## src/rtl/rename_retire_sequencer.sv

```systemverilog
// -----------------------------------------------------------------------------
// rename_retire_sequencer
//
// In-order retirement sequencer in front of the renamer's retire port. It
// records every issued instruction ID together with whether it renamed a
// destination, tracks writeback completion, and emits at most one retire
// packet per cycle in program order so the renamer can free the previous
// physical register. On a flush the discarded entries are walked
// youngest-first and revert packets are emitted so the renamer can restore
// its speculative rd-to-phys table.
//
// Parameters:
//   MAX_IDS      in-flight IDs (power of two, >= 2); ID_W = $clog2(MAX_IDS)
//   P_ASSERT_EN  enables the simulation check on illegal issue
//
// Ports:
//   i_clk            clock, all state on the rising edge
//   i_rst_n          asynchronous active-low reset
//   i_issue_valid    instruction issued this cycle
//   i_issue_id       ID of issued instruction (must equal the tail index)
//   i_issue_uses_rd  instruction was given a renamed destination
//   i_wb_valid       writeback completion this cycle
//   i_wb_id          ID completing
//   i_flush          discard all unretired entries
//   o_retire_valid   retire/revert packet valid
//   o_retire_id      ID retired or reverted
//   o_rename_revert  1 = revert packet, 0 = normal retire
//   o_busy           revert walk in progress (upstream must hold issue)
//   o_full           MAX_IDS entries occupied
//   o_empty          no entries occupied
//   o_retire_count   count of normal retire packets (0 unless perf enabled)
//   o_revert_count   count of revert packets (0 unless perf enabled)
//
// Optional feature macro: RENAME_RETIRE_SEQ_PERF_EN builds the two 32-bit
// wrapping packet counters; without it the counter ports are tied to 0.
// -----------------------------------------------------------------------------
module rename_retire_sequencer #(
   parameter int MAX_IDS     = 8,
   parameter bit P_ASSERT_EN = 1'b1,
   localparam int ID_W       = $clog2(MAX_IDS)
) (
   input  logic            i_clk,
   input  logic            i_rst_n,
   input  logic            i_issue_valid,
   input  logic [ID_W-1:0] i_issue_id,
   input  logic            i_issue_uses_rd,
   input  logic            i_wb_valid,
   input  logic [ID_W-1:0] i_wb_id,
   input  logic            i_flush,
   output logic            o_retire_valid,
   output logic [ID_W-1:0] o_retire_id,
   output logic            o_rename_revert,
   output logic            o_busy,
   output logic            o_full,
   output logic            o_empty,
   output logic [31:0]     o_retire_count,
   output logic [31:0]     o_revert_count
);

   // Pointers carry one extra wrap bit so full and empty are distinguishable.
   localparam int              PTR_W   = ID_W + 1;
   localparam logic [PTR_W-1:0] PTR_ONE = PTR_W'(1);

   typedef enum logic {S_RUN, S_REVERT} state_t;

   state_t             r_state;
   logic [PTR_W-1:0]   r_head;
   logic [PTR_W-1:0]   r_tail;
   logic [MAX_IDS-1:0] r_uses_rd;
   logic [MAX_IDS-1:0] r_done;

   logic [ID_W-1:0]    w_head_idx;
   logic [ID_W-1:0]    w_tail_idx;
   logic [PTR_W-1:0]   w_tail_m1;
   logic [ID_W-1:0]    w_tail_m1_idx;
   logic [PTR_W-1:0]   w_count;
   logic [ID_W-1:0]    w_wb_off;
   logic               w_wb_in_range;
   logic               w_run;
   logic               w_empty;
   logic               w_full;
   logic               w_retire_fire;
   logic               w_issue_fire;
   logic               w_wb_fire;
   logic [PTR_W-1:0]   w_head_next;

   assign w_head_idx    = r_head[ID_W-1:0];
   assign w_tail_idx    = r_tail[ID_W-1:0];
   assign w_tail_m1     = r_tail - PTR_ONE;
   assign w_tail_m1_idx = w_tail_m1[ID_W-1:0];
   assign w_count       = r_tail - r_head;

   assign w_empty = (r_head == r_tail);
   assign w_full  = (r_head[ID_W-1:0] == r_tail[ID_W-1:0]) &&
                    (r_head[ID_W] != r_tail[ID_W]);
   assign w_run   = (r_state == S_RUN);

   // Writeback is accepted only for an occupied slot: its distance from head
   // (modulo MAX_IDS) must be below the occupancy. A wb for the slot being
   // issued in the same cycle sits exactly at the occupancy and is rejected.
   assign w_wb_off      = i_wb_id - w_head_idx;
   assign w_wb_in_range = ({1'b0, w_wb_off} < w_count);

   assign w_retire_fire = w_run && !w_empty && r_done[w_head_idx];
   assign w_issue_fire  = w_run && i_issue_valid && !w_full && !i_flush;
   assign w_wb_fire     = w_run && i_wb_valid && w_wb_in_range;
   assign w_head_next   = r_head + PTR_W'(w_retire_fire);

   assign o_busy  = !w_run;
   assign o_full  = w_full;
   assign o_empty = w_empty;

   // Packets are decoded from registered state only. Entries without a
   // renamed destination still pop, but produce no valid packet.
   always_comb begin
      o_retire_valid  = 1'b0;
      o_retire_id     = w_head_idx;
      o_rename_revert = 1'b0;
      if (w_run) begin
         o_retire_valid = w_retire_fire & r_uses_rd[w_head_idx];
      end else begin
         o_retire_valid  = r_uses_rd[w_tail_m1_idx];
         o_retire_id     = w_tail_m1_idx;
         o_rename_revert = 1'b1;
      end
   end

   // Pointer and walk control.
   always_ff @(posedge i_clk or negedge i_rst_n) begin
      if (!i_rst_n) begin
         r_state <= S_RUN;
         r_head  <= '0;
         r_tail  <= '0;
      end else begin
         case (r_state)
            S_RUN: begin
               r_head <= w_head_next;
               if (w_issue_fire) begin
                  r_tail <= r_tail + PTR_ONE;
               end
               // The flush-cycle retire has already been taken into account
               // through w_head_next; only leftover entries need a walk.
               if (i_flush && (w_head_next != r_tail)) begin
                  r_state <= S_REVERT;
               end
            end
            S_REVERT: begin
               r_tail <= w_tail_m1;
               if (w_tail_m1 == r_head) begin
                  r_state <= S_RUN;
               end
            end
            default: r_state <= S_RUN;
         endcase
      end
   end

   // Per-slot flags. Issue and writeback never target the same slot in one
   // cycle: writeback to the tail slot is out of range unless the queue is
   // full, in which case issue does not fire.
   always_ff @(posedge i_clk or negedge i_rst_n) begin
      if (!i_rst_n) begin
         r_uses_rd <= '0;
         r_done    <= '0;
      end else begin
         for (int gi = 0; gi < MAX_IDS; gi++) begin
            if (w_issue_fire && (w_tail_idx == ID_W'(gi))) begin
               r_uses_rd[gi] <= i_issue_uses_rd;
               r_done[gi]    <= 1'b0;
            end else if (w_wb_fire && (i_wb_id == ID_W'(gi))) begin
               r_done[gi]    <= 1'b1;
            end
         end
      end
   end

`ifdef RENAME_RETIRE_SEQ_PERF_EN
   logic [31:0] r_retire_count;
   logic [31:0] r_revert_count;

   always_ff @(posedge i_clk or negedge i_rst_n) begin
      if (!i_rst_n) begin
         r_retire_count <= '0;
         r_revert_count <= '0;
      end else begin
         if (o_retire_valid && !o_rename_revert) begin
            r_retire_count <= r_retire_count + 32'd1;
         end
         if (o_retire_valid && o_rename_revert) begin
            r_revert_count <= r_revert_count + 32'd1;
         end
      end
   end

   assign o_retire_count = r_retire_count;
   assign o_revert_count = r_revert_count;
`else
   assign o_retire_count = '0;
   assign o_revert_count = '0;
`endif

`ifndef SYNTHESIS
   // Issue must be held while full or walking, and must present the tail ID.
   always_ff @(posedge i_clk) begin
      if (P_ASSERT_EN && i_rst_n && i_issue_valid && !i_flush) begin
         assert (w_run && !w_full)
            else $error("issue while full or during revert walk is dropped");
         assert (!w_run || w_full || (i_issue_id == w_tail_idx))
            else $error("issue_id %0d differs from tail index %0d", i_issue_id, w_tail_idx);
      end
   end
`endif

endmodule

```

## config.mk

```make
export PLATFORM = sky130hd
export DESIGN_NAME = rename_retire_sequencer
export DESIGN_NICKNAME = d
export VERILOG_FILES = /design/src/rtl/rename_retire_sequencer.sv
export SDC_FILE = /design/constraint.sdc
export NUM_CORES = 1
export LEC_CHECK = 0
export BUFFER_PORTS_ARGS = -buffer_cell sky130_fd_sc_hd__buf_2
export CORE_AREA = 3 3 72 74
export CTS_CLUSTER_SIZE = 20
export DETAILED_ROUTE_END_ITERATION = 8
export DIE_AREA = 0 0 75 77
export HOLD_SLACK_MARGIN = 0.05
export PLACE_DENSITY_LB_ADDON = 0.3
export SYNTH_ARGS = -nofsm -noshare
export SYNTH_HDL_FRONTEND = slang
export SYNTH_SLANG_ARGS = --single-unit
```

## constraint.sdc

```tcl
create_clock -name i_clk -period 3 [get_ports i_clk]
set_input_delay 0.15 -clock i_clk [delete_from_list [all_inputs] [get_ports i_clk]]
set_output_delay 0.15 -clock i_clk [all_outputs]
set_load 0.02 [all_outputs]
```

# Yosys cells after proc, flatten, opt, wreduce, memory -nomap -nowiden
# Cells that the tools add are included.
# word_totals
regBits	25
latch_bits	0
ramBits	0
romBits	0
inputBits	12
output_inout_bits	72
word_cells	117
mem_count	0
# classes
n_addsub	5
mul	0
div	0
n_lt_le_gt_ge	3
eq_ne	20
shift	0
n_mux	30
bitwise_logic	2
reduce_logical	38
# ops
cell	count
logical AND 1 bit	25
== test 3 bit (second input constant)	8
two-way mux 1 bit	23
nonzero test 2 bit	8
== test 3 x 2 -> 1 bit (second input constant)	4
binary-select mux 1 bit (select 3 bit)	3
== test 4 bit	2
< comparator 3 x 4 -> 1 bit (second input constant)	2
case mux 4 bit (2 select lines)	1
== test 3 x 1 -> 1 bit (second input constant)	2
logical NOT 3 bit	2
adder 4 x 1 -> 4 bit	1
adder 4 x 1 -> 4 bit (second input constant)	1
< comparator 3 x 4 -> 1 bit	1
two-way mux 4 bit	1
inequality test 4 bit	1
subtractor 4 x 1 -> 4 bit (second input constant)	1
subtractor 4 bit	1
== test 3 bit	1
logical NOT 1 bit	3
two-way mux 3 bit	1
subtractor 3 bit	1
inequality test 2 x 1 -> 1 bit (second input constant)	1
case mux 1 bit (2 select lines)	1
3 further kinds	3

# Longest topological paths before layout
# logic_depth
depth_word	9
mapped_depth	12
depth_no_buf	11

# Least setup slack after synthesis
# OpenSTA, ideal clock, no wires.
# synth_path
path_type	register -> register
startpoint	register r_head[1]
endpoint	register r_state (netlist: o_busy)
setup_ps	129
t_arrival_ps	2789
required_time_ps	2871
setup_slack_ps	82
stages_incl_launch_ff	13
path_buffers	1
period_less_slack_ps	2918
cell_sequence	dfrtp_1 buf_6 inv_1 ha_1 nand3_1 nor2_1 and4bb_1 ha_1 ha_1 xnor2_1 or4_1 a21oi_1 a21oi_1
# synth_via
elab_chain_len	9
word_cells_on_any_way	13
classes_between	1 x add/sub; 3 x eq/ne; 5 x mux; 4 x reduce/logical
# synth_rtl
item	line	source
from (decl)	67	logic [PTR_W-1:0] r_head;
from (signal assigned)	137	r_head <= w_head_next;
== test 4 bit	93	assign w_empty = (r_head == r_tail);
named net o_empty	55	output logic o_empty,
logical NOT 1 bit	104	assign w_retire_fire = w_run && !w_empty && r_done[w_head_idx];
logical AND 1 bit (2 in series)	104	
adder 4 x 1 -> 4 bit	107	assign w_head_next = r_head + PTR_W'(w_retire_fire);
inequality test 4 bit	143	if (i_flush && (w_head_next != r_tail)) begin
logical AND 1 bit	143	
two-way mux 1 bit	143	
case mux 1 bit (2 select lines)	135	case (r_state)
to (signal assigned)	144	r_state <= S_REVERT;
to (signal assigned)	150	r_state <= S_RUN;
to (signal assigned)	153	default: r_state <= S_RUN;
to (decl)	66	state_t r_state;
# The timed path passes the listed nets, and every way through them passes these cells. The select of a mux whose other input is x is not followed.
# A chain may end at the register's enable or synchronous reset.

# Final worst setup path
# layout_path
startpoint	register r_head[2]
endpoint	register r_state (netlist: o_busy)
# layout_via
elab_chain_len	9
word_cells_on_any_way	13
classes_between	1 x add/sub; 3 x eq/ne; 5 x mux; 4 x reduce/logical
# layout_rtl
item	line
branches (longest 8 deep; another with adder 4 x 1 -> 4 bit)	--
case mux 1 bit (2 select lines) *	135
# Every way passes the cells marked *. The select of a mux whose other input is x is not followed.

==> impl_metrics.json <==
{
  "slowest_delay_ns": 0.52,
  "io_pins": 84,
  "via_count": 1464,
  "place_inst": 305,
  "yosysUniqueCellTypes": 40,
  "status": "finished, final reports clean",
  "cts_buffers": 3,
  "antenna_found_initial": 0,
  "setup_viol": 0,
  "dp_hpwl_um": 3319,
  "grt-ovfl-total": 0,
  "grt_max_degree": 26,
  "post_drt_wl_per_cell_um": 13.29,
  "syn_area_um2": 2293,
  "mostFrequentLayoutCells": "conb_1 (64), dfrtp_1 (25), nand2_1 (17), buf_2 (16), ha_1 (15)",
  "max_freq_mhz": 356.7,
  "place_congestion": 0.7957,
  "path_common_cell": "ha_1",
  "path_cells": "inv_1 -> ha_1 -> nand3_1 -> nor2_1 -> and4bb_1 -> ha_1 -> ha_1 -> xnor2_1 -> or4_1 -> a21oi_1 -> a21oi_1",
  "cts_tree": "yes",
  "max_slew.worst_pin.slew_ns": 0.5679,
  "multiInputGateArea_um2": 1313,
  "reg2reg_slack_ns": 0.20,
  "root_buffer": "clkbuf_8",
  "cts_num_sinks": 25,
  "grt_pass1_vias": 1348,
  "layout-drive-gt1-share_pct": 14.45,
  "powerDensity_nw_per_um2": 929.0,
  "fin_tns_setup_ns": 0,
  "finalPower_w": 0.002074,
  "ant_nets": 0,
  "die_x_um": 75,
  "design.core.area_um2": 4661,
  "first_iter_violations": 68,
  "portBuffers": 16,
  "synth_ff_type": "dfrtp_1",
  "ir_worst_vdd_v": 0.0003104,
  "timing.rr.start": "r_head[2]$_DFFE_PN0N_",
  "wirelength_um": 4120,
  "crit_fanout": 5,
  "hold_start": "i_flush",
  "power_leakage_nw": 1.141,
  "fin_util_pct": 47.89,
  "insertion_delay_ns": 0.27,
  "ys_warn_count": 0,
  "die_y_um": 77,
  "fin_cells": 310,
  "r2r-end": "o_busy$_DFF_PN0_",
  "die_area_um2": 5775,
  "ys_ff_latch": 25,
  "start_util_pct": 49.21,
  "htreeDepth": 1,
  "syn-instance-count": 238,
  "cts.repair.resized": 0,
  "finalCriticalPeriod_ns": 2.803,
  "std_cell_rows": 25,
  "grt_use_total_pct": 14.98,
  "maxCapViolCount": 0,
  "post_drt_via_cell_ratio": 4.723,
  "hold_viol": 0,
  "drcViolationCount": 0,
  "hold_slack_ns": 0.1720,
  "fill_cells": 462,
  "rr_worst_depth": 11,
  "cts_buffer_depth": 2,
  "hp-class": "primary input to register",
  "grt_pass1_wl_um": 6672,
  "hold_depth": 3,
  "rsz0062_at_grt": "no",
  "synth_edf_count": 0,
  "yosysSeqAreaShare_pct": 27.28,
  "clock_skew_ns": 0.004682,
  "startpoint_type": "register",
  "hold_end": "o_busy$_DFF_PN0_",
  "dr.pass1.iters": 4,
  "critPathCaptureType": "register",
  "seqCellArea_um2": 625.6,
  "drv_slew": 0,
  "critPathKind": "register to register",
  "required_ns": 3.16,
  "crit_path_top_delay_cell": "or4_1",
  "syn_area_per_cell_um2": 9.636,
  "insertedDiodeCount": 0,
  "nNetsFinal": 286,
  "layout_commonest_cell": "conb_1",
  "cp.arrival_ns": 2.96,
  "finalCritPeriodShare_pct": 93.44,
  "slew_headroom_pct": 62.14,
  "synth-async-reset-ratio_pct": 100.0,
  "path_clk_slew_ns": 0.09,
  "syn2layout_area_growth_pct": -2.673
}
registers in the layout, indices dropped and copies added, names as in the netlist:
register and count:
r_uses_rd 8, r_tail 4, r_head 4, o_busy 1
r_done 8
logic make-up (layout without fill, tap and decap cells):
family,after synthesis,count (layout),synth area share [%]
DFF,25,25,27.28
xor gates and xnor gates,19,19,7.583
other,1,64,0.1635
muxes,19,19,11.67
and+or+nand+nor,49,49,10.42
adders and majority gates,17,17,9.929
AOI/OAI and AO/OA,26,26,7.147
buffers and inverters,82,37,25.80
Yosys cell counts (2+ instances only):
library cell	number	area share (%)
nand2_1	17	2.8
a21o_1	2	0.65
inv_1	7	1.1
xnor2_1	13	5.0
o211ai_1	4	1.3
fa_1	2	1.7
nor2b_1	3	0.82
ha_1	15	8.2
o21ai_1	8	1.7
dfrtp_1	25	27
nand3b_1	2	0.65
buf_6	3	1.5
nor2_1	8	1.3
buf_4	66	22
mux2_1	10	4.9
mux4_2	5	4.9
xor2_1	5	1.9
buf_2	3	0.65
mux2_2	2	0.98
a21oi_1	5	1.1
nand3_1	13	2.8
mux2i_1	2	0.87
layout make-up:
type	instances	area share (%)
clock inverter	1	0.2242
tap	54	3.027
sequential	25	28.03
inverter	8	1.345
clock buffer	3	1.850
timing repair buffer	25	6.726
multi-input combinational	194	58.80
critical path, delay by kind of cell (launching register included):
family / cells / cell delay, ns
XOR/XNOR: 1 / 0.12
flip-flops: 1 / 0.35
adder cells (fa/ha/maj): 3 / 0.78
AO/OA/AOI/OAI: 2 / 0.21
AND/OR/NAND/NOR: 4 / 1.10
buffers and inverters: 1 / 0.11
routing by layer:
metal / part of all wire, % / track usage (%) / vias to the layer above
met4: 1.2 / 4.448 / 0
met1: 45 / 21.21 / 706
met3: 4.4 / 1.573 / 5
met5: 0 / 0 / -
met2: 50 / 23.78 / 47
li1: - / - / 706
worst max-delay path by stage:
stage,from,end,slack [ns],cells past startpoint
2_1_floorplan,r_head[1]$_DFFE_PN0N_,o_busy$_DFF_PN0_,0.08,12
3_3_place_gp,r_head[0]$_DFFE_PN0N_,o_busy$_DFF_PN0_,0.26,10
3_5_place_dp,r_head[2]$_DFFE_PN0N_,o_busy$_DFF_PN0_,0.20,11
4_1_cts,r_head[2]$_DFFE_PN0N_,o_busy$_DFF_PN0_,0.19,11
5_1_grt,r_head[2]$_DFFE_PN0N_,o_busy$_DFF_PN0_,0.03,11
6_report,r_head[2]$_DFFE_PN0N_,o_busy$_DFF_PN0_,0.20,11
report_power, final:
| group | leakage [nW] | switching, W | internal [W] | total (W) |
|---|---|---|---|---|
| combinational | 0.795 | 0.000731 | 0.000563 | 0.00129 |
| clock | 0.0255 | 0.000109 | 0.0000930 | 0.000202 |
| sequential | 0.321 | 0.000100 | 0.000478 | 0.000578 |
metrics by stage:
stage                     instance area [µm²]  setup WS, ns
final                                    2232        0.1967
after global routing                     2232       0.02924
after CTS                                2232        0.1861
after detailed placement                 2176        0.2024
after global placement                   2176        0.2569
after floorplan                          2530       0.08182
what timing repair did:
action	in CTS	in global routing
hold buffers	1	0
setup buffers	0	0
hold endpoints to repair	25	0
Power figures use the tool's default switching activity.
